[src/rtl/mips_ctrl_pkg.sv]
// Shared control types for the multicycle MIPS core: sequencer states and the
// instruction classes the decoder hands to the sequencer.
package mips_ctrl_pkg;

  typedef enum logic [2:0] {
    FETCH   = 3'd0,
    EXEC1   = 3'd1,
    EXEC2   = 3'd2,
    HALT    = 3'd3,
    MD_WAIT = 3'd4
  } state_t;

  typedef enum logic [2:0] {
    IC_ALU    = 3'd0,
    IC_LOAD   = 3'd1,
    IC_STORE  = 3'd2,
    IC_BRANCH = 3'd3,
    IC_JUMP   = 3'd4,
    IC_MULDIV = 3'd5
  } iclass_t;

  // Control-flow classes are the only ones that can open a delay slot.
  function automatic logic is_flow(iclass_t c);
    return (c == IC_BRANCH) || (c == IC_JUMP);
  endfunction

endpackage

[src/rtl/mips_sequencer_if.sv]
// Bundle between the sequencer (master) and the decoder/memory/datapath side (slave).
interface mips_sequencer_if
  import mips_ctrl_pkg::*;
#(
  parameter int ADDR_W = 32
) ();
  iclass_t             instr_class;
  logic                reg_write_req;
  logic                branch_taken;
  logic [ADDR_W-1:0]   branch_target;
  logic                halt_req;
  logic                waitrequest;
  state_t              state;
  logic                active;
  logic                mem_read;
  logic                mem_write;
  logic                ir_load;
  logic                pc_en;
  logic                pc_sel;
  logic [ADDR_W-1:0]   pc_target;
  logic                reg_write_en;
  logic                muldiv_busy;
  logic                delay_slot;

  modport master (
    input  instr_class, reg_write_req, branch_taken, branch_target, halt_req, waitrequest,
    output state, active, mem_read, mem_write, ir_load, pc_en, pc_sel, pc_target,
           reg_write_en, muldiv_busy, delay_slot
  );

  modport slave (
    output instr_class, reg_write_req, branch_taken, branch_target, halt_req, waitrequest,
    input  state, active, mem_read, mem_write, ir_load, pc_en, pc_sel, pc_target,
           reg_write_en, muldiv_busy, delay_slot
  );
endinterface

[src/rtl/mips_lat_counter.sv]
// Loadable down-counter timing the MULT/DIV wait; stops at zero rather than wrapping.
module mips_lat_counter #(
  parameter int CNT_W = 6
) (
  input  logic             clk,
  input  logic             reset_n,
  input  logic             load,
  input  logic             dec,
  input  logic [CNT_W-1:0] load_val,
  output logic             zero
);
  logic [CNT_W-1:0] cnt_q;

  always_ff @(posedge clk) begin
    if (!reset_n)           cnt_q <= '0;
    else if (load)          cnt_q <= load_val;
    else if (dec && !zero)  cnt_q <= cnt_q - 1'b1;
  end

  assign zero = (cnt_q == '0);
endmodule

[src/rtl/mips_sequencer.sv]
// Multicycle control sequencer: fetch/execute FSM with Avalon stalls, MULT/DIV
// wait, delay-slot redirect tracking and an absorbing HALT.
module mips_sequencer
  import mips_ctrl_pkg::*;
#(
  parameter int ADDR_W     = 32,
  parameter int MULDIV_LAT = 32,
  parameter int CNT_W      = 6
) (
  input  logic             clk,
  input  logic             reset_n,
  mips_sequencer_if.master bus
);
  state_t              state_q, state_d;
  logic                pending_q;
  logic [ADDR_W-1:0]   pc_target_q;
  logic                mem_read, mem_write, ir_load, pc_en, reg_write_en, muldiv_busy;
  logic                cnt_load, cnt_dec, cnt_zero, take_br;

  mips_lat_counter #(.CNT_W(CNT_W)) u_lat (
    .clk      (clk),
    .reset_n  (reset_n),
    .load     (cnt_load),
    .dec      (cnt_dec),
    .load_val (CNT_W'(MULDIV_LAT - 1)),
    .zero     (cnt_zero)
  );

  // Strobes are gated by reset so an asserted reset_n=0 quiets the bus immediately.
  always_comb begin
    state_d      = state_q;
    mem_read     = 1'b0;
    mem_write    = 1'b0;
    ir_load      = 1'b0;
    pc_en        = 1'b0;
    reg_write_en = 1'b0;
    muldiv_busy  = 1'b0;
    cnt_load     = 1'b0;
    cnt_dec      = 1'b0;
    if (reset_n) begin
      case (state_q)
        FETCH: begin
          if (bus.halt_req) state_d = HALT;
          else begin
            mem_read = 1'b1;
            if (!bus.waitrequest) begin
              ir_load = 1'b1;
              state_d = EXEC1;
            end
          end
        end
        EXEC1: begin
          case (bus.instr_class)
            IC_LOAD: begin
              mem_read = 1'b1;
              if (!bus.waitrequest) state_d = EXEC2;
            end
            IC_STORE: begin
              mem_write = 1'b1;
              if (!bus.waitrequest) begin
                pc_en   = 1'b1;
                state_d = FETCH;
              end
            end
            IC_MULDIV: begin
              cnt_load = 1'b1;
              state_d  = MD_WAIT;
            end
            default: begin
              reg_write_en = bus.reg_write_req;
              pc_en        = 1'b1;
              state_d      = FETCH;
            end
          endcase
        end
        EXEC2: begin
          reg_write_en = 1'b1;
          pc_en        = 1'b1;
          state_d      = FETCH;
        end
        MD_WAIT: begin
          muldiv_busy = 1'b1;
          cnt_dec     = 1'b1;
          if (cnt_zero) begin
            pc_en        = 1'b1;
            reg_write_en = bus.reg_write_req;
            state_d      = FETCH;
          end
        end
        HALT:    state_d = HALT;
        default: state_d = FETCH;
      endcase
    end
  end

  assign take_br = (state_q == EXEC1) && is_flow(bus.instr_class) && bus.branch_taken;

  // A taken branch in a slot still consumes the old redirect on this pc_en,
  // then arms its own redirect for after its own slot.
  always_ff @(posedge clk) begin
    if (!reset_n) begin
      state_q     <= FETCH;
      pending_q   <= 1'b0;
      pc_target_q <= '0;
    end else begin
      state_q <= state_d;
      if (pc_en) begin
        if (take_br) begin
          pc_target_q <= bus.branch_target;
          pending_q   <= 1'b1;
        end else begin
          pending_q   <= 1'b0;
        end
      end
    end
  end

  assign bus.state        = state_q;
  assign bus.active       = (state_q != HALT);
  assign bus.mem_read     = mem_read;
  assign bus.mem_write    = mem_write;
  assign bus.ir_load      = ir_load;
  assign bus.pc_en        = pc_en;
  assign bus.pc_sel       = pc_en && pending_q;
  assign bus.pc_target    = pc_target_q;
  assign bus.reg_write_en = reg_write_en;
  assign bus.muldiv_busy  = muldiv_busy;
  assign bus.delay_slot   = pending_q;
endmodule

[src/flat_wrapper.sv]
// flat-port wrapper written by rule: the top's interface ports become plain ports
module mips_sequencer_flat import mips_ctrl_pkg::*;
#(
  parameter int ADDR_W     = 32,
  parameter int MULDIV_LAT = 32,
  parameter int CNT_W      = 6
)
  (clk, reset_n, bus_instr_class, bus_reg_write_req, bus_branch_taken, bus_branch_target, bus_halt_req, bus_waitrequest, bus_state, bus_active, bus_mem_read, bus_mem_write, bus_ir_load, bus_pc_en, bus_pc_sel, bus_pc_target, bus_reg_write_en, bus_muldiv_busy, bus_delay_slot);
  mips_sequencer_if #(.ADDR_W(ADDR_W)) bus_i ();
  input  logic clk;
  input  logic reset_n;
  input wire logic [$bits(bus_i.instr_class)-1:0] bus_instr_class;
  input wire logic [$bits(bus_i.reg_write_req)-1:0] bus_reg_write_req;
  input wire logic [$bits(bus_i.branch_taken)-1:0] bus_branch_taken;
  input wire logic [$bits(bus_i.branch_target)-1:0] bus_branch_target;
  input wire logic [$bits(bus_i.halt_req)-1:0] bus_halt_req;
  input wire logic [$bits(bus_i.waitrequest)-1:0] bus_waitrequest;
  output wire logic [$bits(bus_i.state)-1:0] bus_state;
  output wire logic [$bits(bus_i.active)-1:0] bus_active;
  output wire logic [$bits(bus_i.mem_read)-1:0] bus_mem_read;
  output wire logic [$bits(bus_i.mem_write)-1:0] bus_mem_write;
  output wire logic [$bits(bus_i.ir_load)-1:0] bus_ir_load;
  output wire logic [$bits(bus_i.pc_en)-1:0] bus_pc_en;
  output wire logic [$bits(bus_i.pc_sel)-1:0] bus_pc_sel;
  output wire logic [$bits(bus_i.pc_target)-1:0] bus_pc_target;
  output wire logic [$bits(bus_i.reg_write_en)-1:0] bus_reg_write_en;
  output wire logic [$bits(bus_i.muldiv_busy)-1:0] bus_muldiv_busy;
  output wire logic [$bits(bus_i.delay_slot)-1:0] bus_delay_slot;
  assign bus_i.instr_class = bus_instr_class;
  assign bus_i.reg_write_req = bus_reg_write_req;
  assign bus_i.branch_taken = bus_branch_taken;
  assign bus_i.branch_target = bus_branch_target;
  assign bus_i.halt_req = bus_halt_req;
  assign bus_i.waitrequest = bus_waitrequest;
  assign bus_state = bus_i.state;
  assign bus_active = bus_i.active;
  assign bus_mem_read = bus_i.mem_read;
  assign bus_mem_write = bus_i.mem_write;
  assign bus_ir_load = bus_i.ir_load;
  assign bus_pc_en = bus_i.pc_en;
  assign bus_pc_sel = bus_i.pc_sel;
  assign bus_pc_target = bus_i.pc_target;
  assign bus_reg_write_en = bus_i.reg_write_en;
  assign bus_muldiv_busy = bus_i.muldiv_busy;
  assign bus_delay_slot = bus_i.delay_slot;
  mips_sequencer #(.ADDR_W(ADDR_W), .MULDIV_LAT(MULDIV_LAT), .CNT_W(CNT_W)) u_core (.clk(clk), .reset_n(reset_n), .bus(bus_i));
endmodule
[config.mk]
export PLATFORM = sky130hd
export DESIGN_NAME = mips_sequencer_flat
export DESIGN_NICKNAME = d
export VERILOG_FILES = /design/src/rtl/mips_ctrl_pkg.sv /design/src/rtl/mips_sequencer_if.sv /design/src/rtl/mips_lat_counter.sv /design/src/rtl/mips_sequencer.sv /design/src/flat_wrapper.sv
export SDC_FILE = /design/constraint.sdc
export NUM_CORES = 1
export LEC_CHECK = 0
export CORE_UTILIZATION = 34
export CTS_CLUSTER_DIAMETER = 40
export CTS_CLUSTER_SIZE = 20
export DETAILED_ROUTE_END_ITERATION = 6
export GPL_ROUTABILITY_DRIVEN = 0
export GPL_TIMING_DRIVEN = 0
export MAX_ROUTING_LAYER = met4
export PLACE_DENSITY = 0.73
export SLEW_MARGIN = 20
export SYNTH_ARGS = -nofsm -noshare
export SYNTH_HDL_FRONTEND = slang
export SYNTH_HIERARCHICAL = 1
export SYNTH_SLANG_ARGS = --single-unit
[constraint.sdc]
create_clock -name clk -period 5.1 [get_ports clk]
set_clock_uncertainty 0.2 [all_clocks]
set_input_delay 1.02 -clock clk [delete_from_list [all_inputs] [get_ports clk]]
set_output_delay 1.02 -clock clk [all_outputs]
set_load 0.01 [all_outputs]
==> summary.md <==
| Metric | Value |
|---|---|
| Most frequent CP cell | clkdlybuf4s50_1 |
| Period minus WS final | 4.27 ns |
| CP Class | input port to output port |
| Post-synth top area share | 41.2% |
| Largest family of logic cells by synthesized area | simple AND/OR/NAND/NOR gates |
| Clk sink count | 42 |
| Total GRT Usage | 14.9% |
| Max Slew Vio Count | 0 |
| Initial DRC Count | 39 |
| Most frequent cells in the layout | 84 x clkdlybuf4s50_1, 42 x dfxtp_1, 33 x mux2i_1, 33 x nor2b_1, 12 x a21oi_1 |
| Clock slew at reported path FFs | 0.07 ns |
| Postcts setup bufs | 0 |
| CP peak stage delay | 0.56 ns |
| Syn. warnings | 6 |
| Root Driver | clkbuf_8 |
| Post-DRT Antenna Nets | 0 |
| Vias per inst | 4.56 |
| Hold WC Path Type | flip-flop to flip-flop |
| Longest Clk Path Bufs | 2 |
| Fin crit share | 83.8% |
| Netlist cell types | 42 |
| # IOs | 85 |
| CP Launch Type | input port |
| Antenna fix cells | 0 |
| Capturing point of the worst reg2reg path | u_core/u_lat/cnt_q[5]$_SDFFE_PN0P_ |
| Critical path required time | 3.88 ns |
| Synth area leaders | dfxtp_1 41%, mux2i_1 16%, nor2b_1 10% |
| Crit Path Max Fanout | 6 |
| Yosys reg bits | 42 |
| Worst-skew pair later-pin latency | 0.29 ns |
| Vias in the first global route | 1584 |
| CTS tree | done |
| CTS-repair resized insts | 0 |
| Wire per inst | 12.0 µm |
| R2R cell count | 7 |
| RSZ-0062 raised after global routing | false |
| Syn-to-layout area delta | 51.8% |
| Main synth FF type | dfxtp_1 |
| EDFF count, synth | 0 |
| Worst Path Arrival | 3.05 ns |
| Avg Inst Size Synth | 9.92 µm² |
| Adder-Cell Fraction of Synth Area | 1.22% |
| Site Rows | 27 |
| TritonCTS buffer count | 5 |
| Worst hold stages | 2 |
| Via count | 1700 |
| CP Cell Sequence | clkdlybuf4s50_1, and2b_4, a311o_1, a21oi_1, and2_1, clkdlybuf4s50_1 |
| Async set or reset register ratio after synthesis | 0% |
| Setup_tns | 0 ns |
| Hold Crit Start | u_core/bus.pc_target[24]$_SDFFE_PN0P_ |
| Layout cells sized above 1 | 8.31% |
| Post-synthesis compound-gate area fraction | 8.94% |
| Pwr dens | 231 mW/mm² |
| Multi-input logic area | 0.00107 mm² |
| # hold bufs at CTS | 0 |
| Endpoints failing hold | 0 |
| Layout Nets | 344 |
| Min-Delay Endpoint | u_core/bus.pc_target[24]$_SDFFE_PN0P_ |
| H-tree levels | 2 |
| Initial DRT Pass Iterations | 4 |
| Finished Layout Cells | 373 |
| Largest net degree at the start of global routing | 13 |
| GRT Residual Overflow | 0 |
| DRC | 0 |
| Synth Area in Simple Gates | 22.5% |
| Post-synthesis mux area share | 16.7% |
| # setup viols final | 0 |
| Die Footprint | 0.00632 mm² |
| Final wirelength | 4490 µm |
| FF+latch area | 841 µm² |
| Post-placement cell count | 366 |
| Max cap viols | 0 |
| Max Freq | 234 MHz |
| Post-Synthesis Cell Area | 0.00204 mm² |
| Mapped Cells | 206 |
| Worst reg2reg setup slack | 2.70 ns |
| Most common cell after layout, fill and taps aside | clkdlybuf4s50_1 |
| VDD IR max | 0.000104 V |
| Die X | 79.5 µm |
| Initial antenna violation count | 0 |
| Leading area contributor after synthesis | dfxtp_1 |
| Seq/Total Area, Yosys | 41.2% |
| First-pass GRT wire length | 7250 µm |
| IO buf count | 84 |
| Crit end category | output port |
| Filler cells | 504 |
| Status | finished, final reports clean |
| Slowest CP cell | clkdlybuf4s50_1 |
| Worst reg2reg path startpoint | u_core/bus.state[2]$_SDFFE_PN0P_ |
| Initial core utilization | 36.2% |
| Lkg Pwr | 1.03 nW |
| Core Box Area | 0.00564 mm² |
| Post-Synth XOR/XNOR Area | 1.71% |
| Post-DP HPWL | 3350 µm |
| Die H | 79.5 µm |
-- per-stage QoR --
| stage | area [µm²] | total power, mW | setup WS, ns | hold slack [ns] | util, % |
|---|---|---|---|---|---|
| after global routing | 3100 | 0.752 | 0.745 | 0.342 | 55.0 |
| after global placement | 2990 | 0.456 | 0.809 | 0.295 | 53.0 |
| after floorplan | 2060 | 0.400 | 1.86 | 0.338 | - |
| final | 3100 | 0.716 | 0.829 | 0.318 | 55.0 |
| after CTS | 3100 | 0.726 | 0.810 | 0.322 | 55.0 |
| after detailed placement | 2990 | 0.458 | 0.800 | 0.301 | 53.0 |
-- worst max-delay path, delay by kind of cell --
| family | cells | cell delay, ns |
|---|---|---|
| AO/OA/AOI/OAI | 2 | 0.52 |
| buffers and inverters | 2 | 1.11 |
| AND/OR/NAND/NOR | 2 | 0.39 |
-- where the power goes --
part	switching, mW	internal, mW
logic	0.0449	0.0676
registers	0.00380	0.334
clock network	0.109	0.157
total	0.157	0.558
-- cell families after synthesis --
kind of cell             after synthesis
AO/OA/AOI/OAI                         30
XOR/XNOR                               4
adder cells (fa/ha/maj)                2
buffers and inverters                 19
flip-flops                            42
multiplexers                          34
other                                  2
AND/OR/NAND/NOR                       73
-- synthesized netlist by cell type (2+ instances only) --
cell type,count
nor2b_1,33
nor2_1,11
or2_1,2
buf_12,3
mux2i_1,33
or4b_4,2
a31oi_1,4
nor3_1,2
xnor2_1,2
nand2_1,6
inv_2,2
inv_1,5
a21oi_1,12
dfxtp_1,42
nor4_1,2
conb_1,2
ha_1,2
buf_6,2
o21ai_0,8
buf_2,3
clkbuf_1,2
nand3_1,4
xor2_1,2
o211ai_1,2
-- registers in the layout, summed over array words and instances (netlist names) --
register	cells
u_core/bus.delay_slot	1
u_core/u_lat/cnt_q	6
u_core/bus.pc_target	32
u_core/bus.state	3
-- final cells by class --
class,instances,share of cell area [%]
Buffer,12,4.03
Multi-Input combinational cell,149,34.4
Tap cell,72,2.90
Timing Repair Buffer,84,27.1
Sequential cell,42,27.1
Clock buffer,6,2.66
Clock inverter,1,0.968
Inverter,7,0.847
-- worst max-delay path by stage --
stage                       startpoint    endpoint  slack, ns
floorplan           bus_instr_class[1]  bus_pc_sel       1.86
global placement    bus_instr_class[1]  bus_pc_sel       0.81
detailed placement  bus_instr_class[1]  bus_pc_sel       0.80
CTS                 bus_instr_class[1]  bus_pc_sel       0.81
global route        bus_instr_class[1]  bus_pc_sel       0.75
finish              bus_instr_class[1]  bus_pc_sel       0.83
-- per-layer routing --
layer / GRT usage [%] / vias to the layer above / routed length [µm]
met4: 3.27 / 0 / 13
met1: 17.7 / 757 / 2050
met2: 24.8 / 58 / 2070
met5: - / - / 0
met3: 4.46 / 2 / 360
li1: - / 883 / -
Power figures use the tool's default switching activity.
